<file path="src/rtl/rf_stream_if.sv">
// ============================================================================
// rf_stream_if : register-file port and dump/load stream bundle for
//                rf_stream_ctrl.
// Revision     : 1.0
// ============================================================================
`default_nettype none

interface rf_stream_if #(
  parameter int DATA_W = 32
);
  // Register file ports
  logic [4:0]        rf_raddr_o;
  logic [DATA_W-1:0] rf_rdata_i;
  logic              rf_we_o;
  logic [4:0]        rf_waddr_o;
  logic [DATA_W-1:0] rf_wdata_o;
  // Dump output stream
  logic              dump_valid_o;
  logic              dump_ready_i;
  logic [4:0]        dump_addr_o;
  logic [DATA_W-1:0] dump_data_o;
  // Load input stream
  logic              load_valid_i;
  logic              load_ready_o;
  logic [DATA_W-1:0] load_data_i;

  modport master (
    output rf_raddr_o,
    input  rf_rdata_i,
    output rf_we_o,
    output rf_waddr_o,
    output rf_wdata_o,
    output dump_valid_o,
    input  dump_ready_i,
    output dump_addr_o,
    output dump_data_o,
    input  load_valid_i,
    output load_ready_o,
    input  load_data_i
  );

  modport slave (
    input  rf_raddr_o,
    output rf_rdata_i,
    input  rf_we_o,
    input  rf_waddr_o,
    input  rf_wdata_o,
    input  dump_valid_o,
    output dump_ready_i,
    input  dump_addr_o,
    input  dump_data_o,
    output load_valid_i,
    input  load_ready_o,
    output load_data_i
  );
endinterface

`default_nettype wire

</file>
<file path="src/rtl/rf_stream_ctrl.sv">
// ============================================================================
// rf_stream_ctrl : dumps x0..x31 as a valid/ready stream and loads x1..x31
//                  from a valid/ready stream through the register-file ports.
// Revision       : 1.0
// ============================================================================
`default_nettype none

module rf_stream_ctrl #(
  parameter int DATA_W = 32
) (
  input  logic          clk_i,
  input  logic          rst_ni,
  input  logic          dump_req_i,
  input  logic          load_req_i,
  output logic          busy_o,
  output logic          done_o,
  rf_stream_if.master   bus
);

  typedef enum logic [1:0] {
    S_IDLE = 2'd0,
    S_DUMP = 2'd1,
    S_LOAD = 2'd2,
    S_DONE = 2'd3
  } state_t;

  localparam logic [4:0] LAST_IDX = 5'd31;

  state_t            state_q;
  logic [4:0]        cnt_q;
  logic              rd_done_q;
  logic              busy_q;
  logic              done_q;
  logic              dvalid_q;
  logic [4:0]        daddr_q;
  logic [DATA_W-1:0] ddata_q;
  logic              lready_q;

  logic              beat_accept;
  logic              fill_en;

  assign beat_accept = dvalid_q && bus.dump_ready_i;
  // The output register refills when empty or draining, until all 32 reads are issued.
  assign fill_en     = (!dvalid_q || beat_accept) && !rd_done_q;

  assign bus.rf_raddr_o   = (state_q == S_DUMP) ? cnt_q : 5'd0;
  assign bus.rf_we_o      = (state_q == S_LOAD) && bus.load_valid_i;
  assign bus.rf_waddr_o   = (state_q == S_LOAD) ? cnt_q : 5'd0;
  assign bus.rf_wdata_o   = bus.load_data_i;
  assign bus.dump_valid_o = dvalid_q;
  assign bus.dump_addr_o  = daddr_q;
  assign bus.dump_data_o  = ddata_q;
  assign bus.load_ready_o = lready_q;
  assign busy_o           = busy_q;
  assign done_o           = done_q;

  always_ff @(posedge clk_i or negedge rst_ni) begin
    if (!rst_ni) begin
      state_q   <= S_IDLE;
      cnt_q     <= 5'd0;
      rd_done_q <= 1'b0;
      busy_q    <= 1'b0;
      done_q    <= 1'b0;
      dvalid_q  <= 1'b0;
      daddr_q   <= 5'd0;
      ddata_q   <= '0;
      lready_q  <= 1'b0;
    end else begin
      case (state_q)
        S_IDLE: begin
          done_q <= 1'b0;
          if (dump_req_i) begin
            state_q   <= S_DUMP;
            cnt_q     <= 5'd0;
            rd_done_q <= 1'b0;
            busy_q    <= 1'b1;
            dvalid_q  <= 1'b0;
          end else if (load_req_i) begin
            state_q  <= S_LOAD;
            cnt_q    <= 5'd1;
            busy_q   <= 1'b1;
            lready_q <= 1'b1;
          end
        end

        S_DUMP: begin
          if (fill_en) begin
            dvalid_q <= 1'b1;
            daddr_q  <= cnt_q;
            ddata_q  <= (cnt_q == 5'd0) ? '0 : bus.rf_rdata_i;
            if (cnt_q == LAST_IDX) begin
              rd_done_q <= 1'b1;
            end else begin
              cnt_q <= cnt_q + 5'd1;
            end
          end else if (beat_accept) begin
            dvalid_q <= 1'b0;
          end
          if (beat_accept && rd_done_q) begin
            state_q <= S_DONE;
            done_q  <= 1'b1;
          end
        end

        S_LOAD: begin
          if (bus.load_valid_i) begin
            if (cnt_q == LAST_IDX) begin
              state_q  <= S_DONE;
              done_q   <= 1'b1;
              lready_q <= 1'b0;
            end else begin
              cnt_q <= cnt_q + 5'd1;
            end
          end
        end

        S_DONE: begin
          state_q <= S_IDLE;
          done_q  <= 1'b0;
          busy_q  <= 1'b0;
        end

        default: begin
          state_q <= S_IDLE;
        end
      endcase
    end
  end

endmodule

`default_nettype wire

</file>
<file path="src/flat_wrapper.sv">
// flat-port wrapper written by rule: the top's interface ports become plain ports
module rf_stream_ctrl_flat 
#(
  parameter int DATA_W = 32
)
  (clk_i, rst_ni, dump_req_i, load_req_i, busy_o, done_o, bus_rf_raddr_o, bus_rf_rdata_i, bus_rf_we_o, bus_rf_waddr_o, bus_rf_wdata_o, bus_dump_valid_o, bus_dump_ready_i, bus_dump_addr_o, bus_dump_data_o, bus_load_valid_i, bus_load_ready_o, bus_load_data_i);
  rf_stream_if #(.DATA_W(DATA_W)) bus_i ();
  input  logic clk_i;
  input  logic rst_ni;
  input  logic dump_req_i;
  input  logic load_req_i;
  output logic busy_o;
  output logic done_o;
  output wire logic [$bits(bus_i.rf_raddr_o)-1:0] bus_rf_raddr_o;
  input wire logic [$bits(bus_i.rf_rdata_i)-1:0] bus_rf_rdata_i;
  output wire logic [$bits(bus_i.rf_we_o)-1:0] bus_rf_we_o;
  output wire logic [$bits(bus_i.rf_waddr_o)-1:0] bus_rf_waddr_o;
  output wire logic [$bits(bus_i.rf_wdata_o)-1:0] bus_rf_wdata_o;
  output wire logic [$bits(bus_i.dump_valid_o)-1:0] bus_dump_valid_o;
  input wire logic [$bits(bus_i.dump_ready_i)-1:0] bus_dump_ready_i;
  output wire logic [$bits(bus_i.dump_addr_o)-1:0] bus_dump_addr_o;
  output wire logic [$bits(bus_i.dump_data_o)-1:0] bus_dump_data_o;
  input wire logic [$bits(bus_i.load_valid_i)-1:0] bus_load_valid_i;
  output wire logic [$bits(bus_i.load_ready_o)-1:0] bus_load_ready_o;
  input wire logic [$bits(bus_i.load_data_i)-1:0] bus_load_data_i;
  assign bus_rf_raddr_o = bus_i.rf_raddr_o;
  assign bus_i.rf_rdata_i = bus_rf_rdata_i;
  assign bus_rf_we_o = bus_i.rf_we_o;
  assign bus_rf_waddr_o = bus_i.rf_waddr_o;
  assign bus_rf_wdata_o = bus_i.rf_wdata_o;
  assign bus_dump_valid_o = bus_i.dump_valid_o;
  assign bus_i.dump_ready_i = bus_dump_ready_i;
  assign bus_dump_addr_o = bus_i.dump_addr_o;
  assign bus_dump_data_o = bus_i.dump_data_o;
  assign bus_i.load_valid_i = bus_load_valid_i;
  assign bus_load_ready_o = bus_i.load_ready_o;
  assign bus_i.load_data_i = bus_load_data_i;
  rf_stream_ctrl #(.DATA_W(DATA_W)) u_core (.clk_i(clk_i), .rst_ni(rst_ni), .dump_req_i(dump_req_i), .load_req_i(load_req_i), .busy_o(busy_o), .done_o(done_o), .bus(bus_i));
endmodule
</file>
<file path="config.mk">
export PLATFORM = sky130hd
export DESIGN_NAME = rf_stream_ctrl_flat
export DESIGN_NICKNAME = d
export VERILOG_FILES = /design/src/rtl/rf_stream_if.sv /design/src/rtl/rf_stream_ctrl.sv /design/src/flat_wrapper.sv
export SDC_FILE = /design/constraint.sdc
export NUM_CORES = 1
export LEC_CHECK = 0
export CAP_MARGIN = 10
export CORE_MARGIN = 3
export CORE_UTILIZATION = 39
export CTS_CLUSTER_SIZE = 25
export DETAILED_ROUTE_END_ITERATION = 8
export PLACE_DENSITY_LB_ADDON = 0.25
export REMOVE_ABC_BUFFERS = 1
export SLEW_MARGIN = 20
export SYNTH_ARGS = -nofsm -noshare
export SYNTH_HDL_FRONTEND = slang
export SYNTH_SLANG_ARGS = --single-unit
</file>
<file path="constraint.sdc">
create_clock -name clk_i -period 2.9 [get_ports clk_i]
set_clock_uncertainty 0.05 [all_clocks]
set_input_delay 0.29 -clock clk_i [delete_from_list [all_inputs] [get_ports clk_i]]
set_output_delay 0.29 -clock clk_i [all_outputs]
set_load 0.1 [all_outputs]
</file>
==> results.md <==
* Rows at 27
* Die width at 83.7 um
* Register-to-Register Path Depth at 6
* Max stage delay on crit path at 490 ps
* CP Launch Type: flip-flop
* Buf/Inv on CP at 0
* NumNets Final at 346
* Post-route core utilization at 53.7%
* Mapped Cells at 210
* Fmax achieved at 470 MHz
* Detailed Route Iter0 Violations at 90
* Register clock-pin slew on the reported worst setup and hold paths at 90 ps
* Min Hold Slack at 444 ps
* # setup viols final at 0
* Crit-path cells: ha_1 > and3_1 > ha_1 > a2111o_1 > or2_4 > o211ai_1
* RR Endpoint: u_core.cnt_q[2]$_DFFE_PN0P_
* Root Buffer: clkbuf_8
* Unrepaired setup endpoints after global routing: no
* CTS tree: yes
* DRC Markers at 0
* Tightest Hold Check Type: flip-flop to flip-flop
* Longest Clk Path Bufs at 2
* Total gr overflow at 0
* Detailed-route vias per instance at 5.40
* Post-route clock period utilization at 73.3%
* IO Port Bufs at 89
* Worst R2R Start: u_core.cnt_q[0]$_DFFE_PN0P_
* Layout area overhead at 29.3%
* Worst hold stages at 2
* Pin count of the biggest net entering global routing at 50
* Clock sinks at 49
* Worst setup EP type: flip-flop
* DIE HEIGHT at 83.7 um
* Layout cell share with drive strength beyond 1 at 25.9%
* Postcts setup bufs at 0
* Quantity of gates resized following cts at 0
* Synth warnings at 0
* Total wire length at 6760 um
* FF+latch count, synth at 49
* I/O Pins at 154
* Via count at 1847
* Slowest cell on the critical path: a2111o_1
* Number of antenna diodes at 0
* Die ar. at 7010 um2
* Routed Antenna Nets at 0
* Seq/Total Area, Yosys at 52.0%
* Worst skew pair latency at 300 ps
* Crit-path max FO at 6
* Hold Vio Cnt, Final at 0
* Layout fillers at 524
* Worst Hold End: u_core.bus.dump_addr_o[0]$_DFFE_PN0P_
* Starting Density at 41.5%
* Post-Syn Area per Cell at 11.2 um2
* Worst EP arrival at 2300 ps
* Crit Path Category: flip-flop to flip-flop
* Max Cap Viol at 0
* Initial antenna violation count at 0
* Hpwl dp at 5050 um
* Slew HR at 59.0%
* Hold_buf cts at 0
* Slew @ Worst Pin at 614 ps
* Global-route wire length before repair at 10300 um
* Gr usage total at 19.1%
* Synth cell types at 33
* CTS Buf Count at 5
* Worst EP required at 3070 ps
* Vias in the first global route at 1774
* Min Tclk post-route at 2130 ps
* GPL Wtd Cong at 0.769
* Flop-to-flop setup slack at 770 ps
* Hold path start: u_core.bus.dump_addr_o[0]$_DFFE_PN0P_
* Core footprint at 5680 um2
* Fin. max-slew vios at 0
* Placed Area at 2950 um2
* Wire length per cell at 19.8 um
* H-tree depth at 2
* Top cell family by delay on the critical path: compound AO/OA/AOI/OAI gates
* Initial DRT Pass Iterations at 4
* Post-route cell area at 3050 um2
* Cell mode on critical path: ha_1
* Status: finished, final reports clean
* Post-Synthesis Cell Area at 2360 um2
## placed cells by master, fill, tap and decap left out, types with 4 or more instances in the layout
cell,instances
a21oi_1,4
a22o_1,32
and2_1,11
buf_4,56
clkbuf_8,5
clkdlybuf4s50_1,36
dfrtp_1,49
ha_1,7
inv_1,6
mux2_2,4
nand2_1,8
nand3b_1,4
nor2_1,6
o21ai_0,10
## state kept, by name, indices dropped and copies added, names as in the netlist
| name | cells |
|---|---|
| u_core.busy_o | 1 |
| u_core.bus.dump_valid_o | 1 |
| u_core.bus.load_ready_o | 1 |
| u_core.state_q | 2 |
| u_core.cnt_q | 5 |
| u_core.bus.dump_addr_o | 5 |
| u_core.done_o | 1 |
| u_core.bus.dump_data_o | 32 |
| u_core.rd_done_q | 1 |
## cells by family after synthesis
kind of cell    after synthesis  share of synthesized area [%]
compound gates               59                           18.9
buf+inv                      47                           12.9
fa+ha+maj                     7                           3.72
mux                           5                           2.34
flops                        49                           52.0
simple gates                 43                           10.2
## how the worst max path moves through the flow
| stage | slack, ps | cells past startpoint | end | start |
|---|---|---|---|---|
| 2_1_floorplan | -600 | 4 | u_core.bus.dump_data_o[0]$_DFFE_PN0P_ | u_core.bus.dump_valid_o$_DFFE_PN0P_ |
| 3_3_place_gp | 840 | 6 | u_core.cnt_q[2]$_DFFE_PN0P_ | u_core.cnt_q[0]$_DFFE_PN0P_ |
| 3_5_place_dp | 790 | 6 | u_core.cnt_q[2]$_DFFE_PN0P_ | u_core.cnt_q[0]$_DFFE_PN0P_ |
| 4_1_cts | 770 | 6 | u_core.cnt_q[2]$_DFFE_PN0P_ | u_core.cnt_q[0]$_DFFE_PN0P_ |
| 5_1_grt | 630 | 7 | u_core.bus.dump_data_o[11]$_DFFE_PN0P_ | u_core.state_q[1]$_DFFE_PN0P_ |
| 6_report | 770 | 6 | u_core.cnt_q[2]$_DFFE_PN0P_ | u_core.cnt_q[0]$_DFFE_PN0P_ |
## Yosys cell counts
library cell	number	share of area [%]
dfrtp_1	49	52
a22o_1	32	12
buf_4	32	10
and2_1	11	2.9
o21ai_0	10	2.1
nand2_1	8	1.3
ha_1	7	3.7
nor2_1	7	1.1
inv_1	6	0.96
buf_2	5	1.1
a21oi_1	4	0.85
clkbuf_1	4	0.64
mux2_2	4	1.9
nand3b_1	4	1.3
nand3_1	3	0.64
nor2b_1	3	0.80
o211ai_1	3	0.96
a31oi_1	2	0.53
o21ai_1	2	0.42
a2111o_1	1	0.48
a21boi_0	1	0.32
a221oi_1	1	0.37
a22oi_1	1	0.32
and3_1	1	0.27
mux2i_1	1	0.42
nand2b_1	1	0.27
nor3_1	1	0.21
nor3b_1	1	0.32
nor4b_1	1	0.37
o21a_1	1	0.32
o22ai_1	1	0.27
or2_4	1	0.37
or3b_2	1	0.37
## layer usage
metal  vias to the layer above  wire [um]  GRT usage, %
met1                       894       3250          28.7
met5                         -         39          4.55
met4                         2         38          2.19
met3                         8        919          12.3
met2                       110       2510          22.8
li1                        833          -             -
## metrics by stage
| stage | TNS (ps) | setup slack (ps) | instances |
|---|---|---|---|
| after floorplan | -19350 | -605 | 169 |
| after global placement | 0 | 840 | 333 |
| after detailed placement | 0 | 795 | 333 |
| after CTS | 0 | 773 | 341 |
| after global routing | 0 | 629 | 342 |
| final | 0 | 773 | 342 |
## layout make-up
cell class	instances	area, um2	area share, %
Sequential cell	49	1230	40.3
Clock buffer	6	72.6	2.38
Inverter	6	22.5	0.740
Multi-Input combinational cell	114	830	27.2
Timing Repair Buffer	93	791	26.0
Tap cell	72	90.1	2.96
Clock inverter	2	13.8	0.452
## worst register-to-register path: stages, from the launching register on
cell and delay [ps]:
dfrtp_1 430, ha_1 230, and3_1 190, ha_1 200, a2111o_1 490, or2_4 280
o211ai_1 180
Power is not shown: default switching activity piles up to over one toggle a cycle in this logic, so the estimate is an artifact.
